<file path="config.mk">
export PLATFORM = sky130hd
export DESIGN_NAME = bus_initiator_flat
export DESIGN_NICKNAME = d
export VERILOG_FILES = /design/src/rtl/bus_pkg.sv /design/src/rtl/bus_initiator_if.sv /design/src/rtl/bus_timeout.sv /design/src/rtl/bus_initiator.sv /design/src/flat_wrapper.sv
export SDC_FILE = /design/constraint.sdc
export NUM_CORES = 1
export LEC_CHECK = 0
export BUFFER_PORTS_ARGS = -buffer_cell sky130_fd_sc_hd__buf_2
export CORE_UTILIZATION = 55
export DETAILED_ROUTE_END_ITERATION = 7
export GPL_ROUTABILITY_DRIVEN = 0
export GPL_TIMING_DRIVEN = 0
export HOLD_SLACK_MARGIN = 0.06
export PLACE_DENSITY_LB_ADDON = 0.1
export RECOVER_POWER = 100
export SYNTH_ARGS = -nofsm -noshare
export SYNTH_HDL_FRONTEND = slang
export SYNTH_SLANG_ARGS = --single-unit
</file>
<file path="constraint.sdc">
create_clock -name CPUCLK_IN -period 5.1 [get_ports CPUCLK_IN]
set_clock_uncertainty 0.2 [all_clocks]
set_input_delay 0.765 -clock CPUCLK_IN [delete_from_list [all_inputs] [get_ports CPUCLK_IN]]
set_output_delay 0.765 -clock CPUCLK_IN [all_outputs]
set_load 0.01 [all_outputs]
</file>
<file path="src/rtl/bus_pkg.sv">
// rtl/bus_pkg.sv - shared state enum, size codes and timeout default for the bus initiator
package bus_pkg;

    typedef enum logic [2:0] {IDLE, ARB, S0, S1, S2, WAIT, NEG, RECOV} bus_state_t;

    localparam logic SIZE_BYTE = 1'b0;
    localparam logic SIZE_WORD = 1'b1;

    localparam int TIMEOUT_CYCLES_DEFAULT = 255;

    // Returns {UDS, LDS}; the even byte of a word lives on the upper lane.
    function automatic logic [1:0] lane_strobes(input logic size, input logic a0);
        if (size == SIZE_WORD) return 2'b11;
        return a0 ? 2'b01 : 2'b10;
    endfunction

endpackage

</file>
<file path="src/rtl/bus_initiator_if.sv">
// rtl/bus_initiator_if.sv - requester handshake plus asynchronous bus signals
interface bus_initiator_if;

    logic        REQ_IN;
    logic        REQ_RW_IN;
    logic        REQ_SIZE_IN;
    logic [23:0] REQ_ADDR_IN;
    logic [15:0] REQ_WDATA_IN;
    logic        BUSY;
    logic        DONE;
    logic        ERR;
    logic [15:0] RDATA;
    logic        BR;
    logic        BGACK;
    logic        BG_IN;
    logic        AS;
    logic        UDS;
    logic        LDS;
    logic        RW;
    logic [23:0] ADDR;
    logic [15:0] DATA_OUT;
    logic        DATA_OE;
    logic [15:0] DATA_IN;
    logic        DTACK_IN;

    modport master (
        input  REQ_IN, REQ_RW_IN, REQ_SIZE_IN, REQ_ADDR_IN, REQ_WDATA_IN,
        input  BG_IN, DATA_IN, DTACK_IN,
        output BUSY, DONE, ERR, RDATA, BR, BGACK, AS, UDS, LDS, RW,
        output ADDR, DATA_OUT, DATA_OE
    );

    modport slave (
        output REQ_IN, REQ_RW_IN, REQ_SIZE_IN, REQ_ADDR_IN, REQ_WDATA_IN,
        output BG_IN, DATA_IN, DTACK_IN,
        input  BUSY, DONE, ERR, RDATA, BR, BGACK, AS, UDS, LDS, RW,
        input  ADDR, DATA_OUT, DATA_OE
    );

endinterface

</file>
<file path="src/rtl/bus_timeout.sv">
// rtl/bus_timeout.sv - cycle counter that flags expiry after LIMIT enabled cycles
module bus_timeout #(
    parameter int LIMIT = 255
) (
    input  logic clk,
    input  logic resetn,
    input  logic clear,
    input  logic enable,
    output logic expire
);

    localparam int W = $clog2(LIMIT + 1);

    logic [W-1:0] count;

    always_ff @(posedge clk) begin
        if (!resetn || clear) count <= '0;
        else if (enable && !expire) count <= count + 1'b1;
    end

    // Count starts at 0 on the first enabled cycle, so LIMIT-1 marks the last one.
    assign expire = (count == W'(LIMIT - 1));

endmodule

</file>
<file path="src/rtl/bus_initiator.sv">
// rtl/bus_initiator.sv - 68000-style single-cycle bus master; BUS_TIMEOUT_EN adds DTACK timeout
module bus_initiator
    import bus_pkg::*;
#(
    parameter int TIMEOUT_CYCLES = TIMEOUT_CYCLES_DEFAULT
)
(
    input logic             CPUCLK_IN,
    input logic             RESET_N_IN,
    bus_initiator_if.master bus
);

    bus_state_t  state, state_n;
    logic        req_rw, req_rw_n, req_size, req_size_n;
    logic [23:0] req_addr, req_addr_n;
    logic [15:0] req_wdata, req_wdata_n;
    logic        busy, busy_n, done, done_n, err, err_n, err_flag, err_flag_n;
    logic [15:0] rdata, rdata_n;
    logic        br, br_n, bgack, bgack_n, as_q, as_n, uds, uds_n, lds, lds_n;
    logic        rw, rw_n, data_oe, data_oe_n;
    logic [23:0] addr, addr_n;
    logic [15:0] data_out, data_out_n;
    logic [1:0]  lanes;
    logic        tmo_expired;

    assign lanes = lane_strobes(req_size, req_addr[0]);

`ifdef BUS_TIMEOUT_EN
    logic tmo_run;
    assign tmo_run = (state == WAIT) || (state == RECOV);

    bus_timeout #(.LIMIT(TIMEOUT_CYCLES)) u_timeout (
        .clk    (CPUCLK_IN),
        .resetn (RESET_N_IN),
        .clear  (!tmo_run),
        .enable (tmo_run),
        .expire (tmo_expired)
    );
`else
    assign tmo_expired = 1'b0;
`endif

    // Outputs are registered alongside the state so each appears in the cycle of its state.
    always_comb begin
        state_n     = state;
        req_rw_n    = req_rw;
        req_size_n  = req_size;
        req_addr_n  = req_addr;
        req_wdata_n = req_wdata;
        busy_n      = busy;
        done_n      = 1'b0;
        err_n       = 1'b0;
        err_flag_n  = err_flag;
        rdata_n     = rdata;
        br_n        = br;
        bgack_n     = bgack;
        as_n        = as_q;
        uds_n       = uds;
        lds_n       = lds;
        rw_n        = rw;
        addr_n      = addr;
        data_out_n  = data_out;
        data_oe_n   = data_oe;
        case (state)
            IDLE: begin
                if (busy) begin
                    done_n = 1'b1;
                    err_n  = 1'b1;
                    busy_n = 1'b0;
                end else if (bus.REQ_IN) begin
                    req_rw_n    = bus.REQ_RW_IN;
                    req_size_n  = bus.REQ_SIZE_IN;
                    req_addr_n  = bus.REQ_ADDR_IN;
                    req_wdata_n = bus.REQ_WDATA_IN;
                    busy_n      = 1'b1;
                    err_flag_n  = 1'b0;
                    if (!(bus.REQ_SIZE_IN == SIZE_WORD && bus.REQ_ADDR_IN[0])) begin
                        state_n = ARB;
                        br_n    = 1'b1;
                    end
                end
            end
            ARB: begin
                if (bus.BG_IN && !bus.DTACK_IN) begin
                    state_n = S0;
                    br_n    = 1'b0;
                    bgack_n = 1'b1;
                    addr_n  = req_addr;
                    rw_n    = req_rw;
                    if (!req_rw) begin
                        data_out_n = (req_size == SIZE_BYTE) ? {2{req_wdata[7:0]}} : req_wdata;
                        data_oe_n  = 1'b1;
                    end
                end
            end
            S0: begin
                state_n = S1;
                as_n    = 1'b1;
                if (req_rw) {uds_n, lds_n} = lanes;
            end
            S1: begin
                state_n = req_rw ? WAIT : S2;
                if (!req_rw) {uds_n, lds_n} = lanes;
            end
            S2: state_n = WAIT;
            WAIT: begin
                if (bus.DTACK_IN || tmo_expired) begin
                    state_n = NEG;
                    as_n    = 1'b0;
                    uds_n   = 1'b0;
                    lds_n   = 1'b0;
                    if (!bus.DTACK_IN) err_flag_n = 1'b1;
                    else if (req_rw) begin
                        if (req_size == SIZE_WORD) rdata_n = bus.DATA_IN;
                        else rdata_n = {8'h00, req_addr[0] ? bus.DATA_IN[7:0] : bus.DATA_IN[15:8]};
                    end
                end
            end
            NEG: state_n = RECOV;
            RECOV: begin
                if (!bus.DTACK_IN || tmo_expired) begin
                    state_n    = IDLE;
                    bgack_n    = 1'b0;
                    data_oe_n  = 1'b0;
                    addr_n     = '0;
                    rw_n       = 1'b0;
                    data_out_n = '0;
                    done_n     = 1'b1;
                    err_n      = err_flag || bus.DTACK_IN;
                    busy_n     = 1'b0;
                end
            end
            default: state_n = IDLE;
        endcase
    end

    always_ff @(posedge CPUCLK_IN) begin
        if (!RESET_N_IN) begin
            state     <= IDLE;
            req_rw    <= 1'b0;
            req_size  <= 1'b0;
            req_addr  <= '0;
            req_wdata <= '0;
            busy      <= 1'b0;
            done      <= 1'b0;
            err       <= 1'b0;
            err_flag  <= 1'b0;
            rdata     <= '0;
            br        <= 1'b0;
            bgack     <= 1'b0;
            as_q      <= 1'b0;
            uds       <= 1'b0;
            lds       <= 1'b0;
            rw        <= 1'b0;
            addr      <= '0;
            data_out  <= '0;
            data_oe   <= 1'b0;
        end else begin
            state     <= state_n;
            req_rw    <= req_rw_n;
            req_size  <= req_size_n;
            req_addr  <= req_addr_n;
            req_wdata <= req_wdata_n;
            busy      <= busy_n;
            done      <= done_n;
            err       <= err_n;
            err_flag  <= err_flag_n;
            rdata     <= rdata_n;
            br        <= br_n;
            bgack     <= bgack_n;
            as_q      <= as_n;
            uds       <= uds_n;
            lds       <= lds_n;
            rw        <= rw_n;
            addr      <= addr_n;
            data_out  <= data_out_n;
            data_oe   <= data_oe_n;
        end
    end

    assign bus.BUSY     = busy;
    assign bus.DONE     = done;
    assign bus.ERR      = err;
    assign bus.RDATA    = rdata;
    assign bus.BR       = br;
    assign bus.BGACK    = bgack;
    assign bus.AS       = as_q;
    assign bus.UDS      = uds;
    assign bus.LDS      = lds;
    assign bus.RW       = rw;
    assign bus.ADDR     = addr;
    assign bus.DATA_OUT = data_out;
    assign bus.DATA_OE  = data_oe;

endmodule

</file>
<file path="src/flat_wrapper.sv">
// flat-port wrapper written by rule: the top's interface ports become plain ports
module bus_initiator_flat import bus_pkg::*;
#(
    parameter int TIMEOUT_CYCLES = TIMEOUT_CYCLES_DEFAULT
)
  (CPUCLK_IN, RESET_N_IN, bus_REQ_IN, bus_REQ_RW_IN, bus_REQ_SIZE_IN, bus_REQ_ADDR_IN, bus_REQ_WDATA_IN, bus_BG_IN, bus_DATA_IN, bus_DTACK_IN, bus_BUSY, bus_DONE, bus_ERR, bus_RDATA, bus_BR, bus_BGACK, bus_AS, bus_UDS, bus_LDS, bus_RW, bus_ADDR, bus_DATA_OUT, bus_DATA_OE);
  bus_initiator_if bus_i ();
  input logic CPUCLK_IN;
  input logic RESET_N_IN;
  input wire logic [$bits(bus_i.REQ_IN)-1:0] bus_REQ_IN;
  input wire logic [$bits(bus_i.REQ_RW_IN)-1:0] bus_REQ_RW_IN;
  input wire logic [$bits(bus_i.REQ_SIZE_IN)-1:0] bus_REQ_SIZE_IN;
  input wire logic [$bits(bus_i.REQ_ADDR_IN)-1:0] bus_REQ_ADDR_IN;
  input wire logic [$bits(bus_i.REQ_WDATA_IN)-1:0] bus_REQ_WDATA_IN;
  input wire logic [$bits(bus_i.BG_IN)-1:0] bus_BG_IN;
  input wire logic [$bits(bus_i.DATA_IN)-1:0] bus_DATA_IN;
  input wire logic [$bits(bus_i.DTACK_IN)-1:0] bus_DTACK_IN;
  output wire logic [$bits(bus_i.BUSY)-1:0] bus_BUSY;
  output wire logic [$bits(bus_i.DONE)-1:0] bus_DONE;
  output wire logic [$bits(bus_i.ERR)-1:0] bus_ERR;
  output wire logic [$bits(bus_i.RDATA)-1:0] bus_RDATA;
  output wire logic [$bits(bus_i.BR)-1:0] bus_BR;
  output wire logic [$bits(bus_i.BGACK)-1:0] bus_BGACK;
  output wire logic [$bits(bus_i.AS)-1:0] bus_AS;
  output wire logic [$bits(bus_i.UDS)-1:0] bus_UDS;
  output wire logic [$bits(bus_i.LDS)-1:0] bus_LDS;
  output wire logic [$bits(bus_i.RW)-1:0] bus_RW;
  output wire logic [$bits(bus_i.ADDR)-1:0] bus_ADDR;
  output wire logic [$bits(bus_i.DATA_OUT)-1:0] bus_DATA_OUT;
  output wire logic [$bits(bus_i.DATA_OE)-1:0] bus_DATA_OE;
  assign bus_i.REQ_IN = bus_REQ_IN;
  assign bus_i.REQ_RW_IN = bus_REQ_RW_IN;
  assign bus_i.REQ_SIZE_IN = bus_REQ_SIZE_IN;
  assign bus_i.REQ_ADDR_IN = bus_REQ_ADDR_IN;
  assign bus_i.REQ_WDATA_IN = bus_REQ_WDATA_IN;
  assign bus_i.BG_IN = bus_BG_IN;
  assign bus_i.DATA_IN = bus_DATA_IN;
  assign bus_i.DTACK_IN = bus_DTACK_IN;
  assign bus_BUSY = bus_i.BUSY;
  assign bus_DONE = bus_i.DONE;
  assign bus_ERR = bus_i.ERR;
  assign bus_RDATA = bus_i.RDATA;
  assign bus_BR = bus_i.BR;
  assign bus_BGACK = bus_i.BGACK;
  assign bus_AS = bus_i.AS;
  assign bus_UDS = bus_i.UDS;
  assign bus_LDS = bus_i.LDS;
  assign bus_RW = bus_i.RW;
  assign bus_ADDR = bus_i.ADDR;
  assign bus_DATA_OUT = bus_i.DATA_OUT;
  assign bus_DATA_OE = bus_i.DATA_OE;
  bus_initiator #(.TIMEOUT_CYCLES(TIMEOUT_CYCLES)) u_core (.CPUCLK_IN(CPUCLK_IN), .RESET_N_IN(RESET_N_IN), .bus(bus_i));
endmodule
</file>
# --- Word level (Yosys, flattened, before mapping) ---
# Cells that the tools add are included.
totals:
  register_bits: 111
  latchBits: 0
  mem_bits_rw: 0
  romBits: 0
  inputBits: 63
  wordCells: 103
  mem_count: 0
op_classes:
  n_addsub: 0
  multipliers: 0
  div_mod_pow: 0
  order_cmp: 0
  n_eq_ne: 16
  n_shift: 0
  mux: 49
  bitwise_logic: 1
  reduce_logical: 19
ops:
  columns: ["cell", "n"]
  rows:
  - ["16-bit 2-to-1 mux", 5]
  - ["24-bit 2-to-1 mux", 2]
  - ["24-bit case mux with 2 select lines", 1]
  - ["16-bit case mux with 2 select lines", 1]
  - ["3-bit case mux with 8 select lines", 1]
  - ["1-bit 2-to-1 mux", 20]
  - ["3-bit 2-to-1 mux", 6]
  - ["2-bit != test (second input constant)", 7]
  - ["1-bit case mux with 2 select lines", 7]
  - ["3-bit equality test (second input constant)", 4]
  - ["3-bit AND reduction", 3]
  - ["8-bit 2-to-1 mux", 1]
  - ["4-bit AND reduction", 2]
  - ["2-bit nonzero test", 4]
  - ["3-bit by 2-bit equality test with 1-bit output (second input constant)", 2]
  - ["2-bit 2-to-1 mux", 3]
  - ["1-bit case mux with 3 select lines", 2]
  - ["2-bit AND reduction", 3]
  - ["6-bit AND reduction", 1]
  - ["5-bit AND reduction", 1]
  - ["2-bit by 1-bit != test with 1-bit output (second input constant)", 2]
  - ["3-bit by 1-bit equality test with 1-bit output (second input constant)", 1]
  - ["3-bit logical NOT", 1]
  - ["3-bit nonzero test", 1]
  - ["3 further kinds", 4]

# --- Logic depth before layout (Yosys ltp) ---
logic_depth:
  word_depth: 5
  depth_mapped: 6
  depth_no_buf: 3

# --- Worst setup path before layout ---
# No wires, ideal clock.
synth_timing:
  kind: "input port to flip-flop"
  from: "input bus_BG_IN"
  to: "register u_core.data_oe, in the netlist u_core.bus.DATA_OE"
  setup_time_ns: 0.120
  arrival_ns: 1.842
  path_slack_ns: 2.939
  path_stages: 5
  cell_sequence: "or3b_4 o32a_1 buf_6 buf_6 mux2i_1"
synth_between:
  elab_chain_cells: 3
synth_lines:
  columns: ["item", "line_no", "text"]
  rows:
  - ["from (decl)", "flat_wrapper.sv:15", "input wire logic [$bits(bus_i.BG_IN)-1:0] bus_BG_IN;"]
  - ["1-bit logical AND", "bus_initiator.sv:84", "if (bus.BG_IN && !bus.DTACK_IN) begin"]
  - ["2-bit by 1-bit != test with 1-bit output (no source line)", null, null]
  - ["4-bit AND reduction (no source line)", null, null]
  - ["to (signal assigned)", "bus_initiator.sv:177", "data_oe <= data_oe_n;"]
  - ["to (decl)", "bus_initiator.sv:20", "logic rw, rw_n, data_oe, data_oe_n;"]
# Every way passes these cells.
# A chain may end at the register's enable or synchronous reset.

# --- Final worst setup path ---
layout_timing:
  from: "register u_core.state[0]"
  to: "register u_core.data_out[14], in the netlist u_core.bus.DATA_OUT[14]"
layout_between:
  elab_chain_cells: 3
  word_cells_on_any_way: 8
  cone_classes: "eq/ne: 5; mux: 1; reduce/logical: 2"
layout_lines:
  columns: ["item", "line_no", "text"]
  rows:
  - ["from (decl)", "bus_initiator.sv:13", "bus_state_t state, state_n;"]
  - ["from (signal assigned)", "bus_initiator.sv:159", "state <= state_n;"]
  - ["3-bit by 1-bit equality test with 1-bit output or 3-bit equality test (tied branches)", "bus_initiator.sv:64", "case (state)"]
  - ["2-bit != test (no source line), or another cell as far along", null, null]
  - ["4-bit AND reduction (no source line)", null, null]
  - ["to (signal assigned)", "bus_initiator.sv:176", "data_out <= data_out_n;"]
  - ["to (decl)", "bus_initiator.sv:22", "logic [15:0] data_out, data_out_n;"]
# Several ways; a longest one is shown, not always the timed one.

==> impl_metrics.yaml <==
yosys:
  synth_nets: 557
  synth_top_cell_by_area: "dfxtp_1"
  syn-cell-area_um2: 4462
  synth_edf_count: 0
  synth_area_leaders: "dfxtp_1 50%, a21oi_1 7.2%, o21ai_0 6.8%, nand3_1 6.7%, a32o_1 5.6%"
  synth.most_common_cell: "dfxtp_1"
  ys_seq_area_share_pct: 49.80
  synth_area_per_cell_um2: 9.032
  synth_warnings: 0
  ys.flop_type: "dfxtp_1"
  synth_top_cell_area_share_pct: 49.80
  synth_seq_cells: 111
  ys_types: 39
  synthTopCellsByCount: "111 x dfxtp_1, 64 x a21oi_1, 61 x o21ai_0"
  netlist_instances: 494
  async_flop_share_pct: 0
grt:
  antenna_found_initial: 0
  grt_pass1_wl_mm: 18.75
  grt_pass1_vias: 3865
  grt_max_degree: 19
  grt_use_total_pct: 27.68
  grt_overflow_total: 0
detailed_routing:
  first_pass_iters: 5
  routed_wl_mm: 11.84
  routedWlPerCell_um: 16.00
  vias: 4332
  routed_via_density: 5.854
  drt-initial-drc-count: 287
  route.detailed.drc: 0
  ant_nets: 0
cts:
  hold_buffers: 0
  clock-root-buffer: "clkbuf_8"
  cts-resized-gates: 0
  clk_pin_slew_ns: 0.11
  numCtsBuffers: 9
  cts_setup_buffers: 0
  cts.sinks: 111
  clock_insertion_delay_worst_skew_ns: 0.37
  cts_tree: "yes"
  htree_levels: 3
  cts_buffer_depth: 2
floorplan:
  dieArea_um2: 8477
  core.rowCount: 32
  design.portCount: 129
  chipWidth_um: 92.07
  initial_core_util_pct: 57.44
  die_h_um: 92.07
  coreArea_um2: 7767
power_and_ir_drop:
  power.density_nw_per_um2: 344.3
  ir_drop_uv: 232.5
  p_sw_mw: 0.5810
  p_int_mw: 1.242
  combinationalPowerShare_pct: 20.3
  power_frac_seq_pct: 52.3
  leakagePower_nw: 1.956
  swShare_pct: 31.87
  p_clk_share_pct: 27.3
timing:
  max_freq_ghz: 0.3793
  setup_slack_ns: 2.464
  rsz0062_at_grt: "no"
  period_share_pct: 51.69
  drv_slew: 0
  period_minus_slack_ns: 2.636
  finalSetupTns_ns: 0
  relSlewSlack_pct: 26.84
  final_hold_viol_count: 0
  setup_violations: 0
  tightestPinTransition_ns: 1.089
finish:
  fillers: 663
  drive_above_1_share_pct: 13.48
  diodes: 0
  layout.nets: 696
  area_growth_pct: 18.68
min_path:
  min-delay-path-class: "flop to flop"
placed_design:
  io_buffers: 128
  post-place-ws_ns: 2.433
  dp_hpwl_mm: 8.350
outcome:
  status: "complete, no violations"
setup_path:
  critPathMostFrequentCell: "clkbuf_1"
  cp_max_fo: 10
  endpoint_kind: "flop"
  path_cells: "clkbuf_1, nand3_1, o32a_1, clkbuf_1, clkbuf_1, mux2i_1"
  slowest_stage: "clkbuf_1"
  worstPathRequired_ns: 5.20
  critPathMaxStageDelay_ns: 0.58
  crit_type: "flop to flop"
  cp.arrival_ns: 2.73
  crit_path_start_kind: "flop"
flow_run:
  drv_cap: 0
-- final timing paths --
| kind | depth (start not counted) | start | slack, ns | endpoint |
|---|---|---|---|---|
| hold / removal | 2 | u_core.bus.DATA_OUT[13] | 0.27 | u_core.bus.DATA_OUT[13] |
| setup reg to reg | 6 | u_core.state[0] | 2.46 | u_core.bus.DATA_OUT[14] |
| setup / recovery | 6 | u_core.state[0] | 2.46 | u_core.bus.DATA_OUT[14] |
| hold reg to reg | 2 | u_core.bus.DATA_OUT[13] | 0.27 | u_core.bus.DATA_OUT[13] |
-- registers in the layout, summed over array words and instances (netlist names), 3 cells and up --
signal,cells
u_core.bus.ADDR,24
u_core.state,3
u_core.bus.DATA_OUT,16
u_core.req_addr,24
u_core.bus.RDATA,16
u_core.req_wdata,16
-- placed cells by master (no fill, tap or decap), types with 2 or more instances in the layout --
master    instances
clkbuf_1        120
inv_1             3
nand2b_1          3
nand2_1          36
nand4_1           8
nor2b_1           3
buf_6             2
buf_2            61
clkbuf_8         10
nor2_1            4
o21ai_0          61
o221ai_1          2
a311oi_1          9
xnor2_1           2
nor3_1            3
a32o_1           25
dfxtp_1         111
a21oi_1          64
mux2_2            8
nand3_1          60
mux2i_1          19
clkinv_4          2
nand3b_1          3
-- area by class of cell --
| type | count | area, um^2 | area share [%] |
|---|---|---|---|
| Timing Repair Buffer | 128 | 555.5 | 10.49 |
| Multi-Input combinational cell | 326 | 1977 | 37.33 |
| Tap cell | 102 | 127.6 | 2.410 |
| Clock inverter | 5 | 41.29 | 0.7798 |
| Inverter | 3 | 11.26 | 0.2127 |
| Buffer | 54 | 219.0 | 4.135 |
| Sequential cell | 111 | 2222 | 41.97 |
| Clock buffer | 11 | 141.4 | 2.670 |
-- routing by layer --
layer / GRT usage (%) / vias up / share of wire [%] / routed length [um]
met5: 0 / - / 0 / 0
met3: 5.141 / 15 / 8.9 / 1057
li1: - / 2090 / - / -
met4: 9.505 / 0 / 1.6 / 192
met2: 43.03 / 212 / 46 / 5406
met1: 38.55 / 2015 / 44 / 5185
-- power by group through the flow --
stage	logic, mW	clock network, mW	registers, mW
floorplan	0.251	0	0.970
global placement	0.363	0	0.970
detailed placement	0.372	0	0.972
CTS	0.375	0.502	0.953
global route	0.410	0.536	0.960
finish	0.371	0.498	0.954
-- stage by stage --
stage	utilization [%]	power, mW	hold WS, ns	area, um^2	instances
after detailed placement	67.33	1.344	0.2485	5230	724
after CTS	69.68	1.830	0.2695	5413	740
final	68.17	1.823	0.2664	5295	740
after global routing	68.17	1.906	0.2854	5295	740
after floorplan	-	1.221	0.2356	4462	494
after global placement	67.33	1.333	0.2406	5230	724
-- worst max-delay path, delay by kind of cell, from the launching register on --
family,cells,cell delay [ns]
DFF,1,0.31
AOI/OAI and AO/OA,1,0.23
and+or+nand+nor,1,0.37
muxes,1,0.25
buffers and inverters,3,1.20
-- cell families after synthesis --
logic type	share of synthesized area, %
compound gates	23.30
xor+xnor	0.3927
buf+inv	5.608
flops	49.80
mux	6.282
simple gates	14.61
Note: power is estimated with default switching activity, not from simulation.
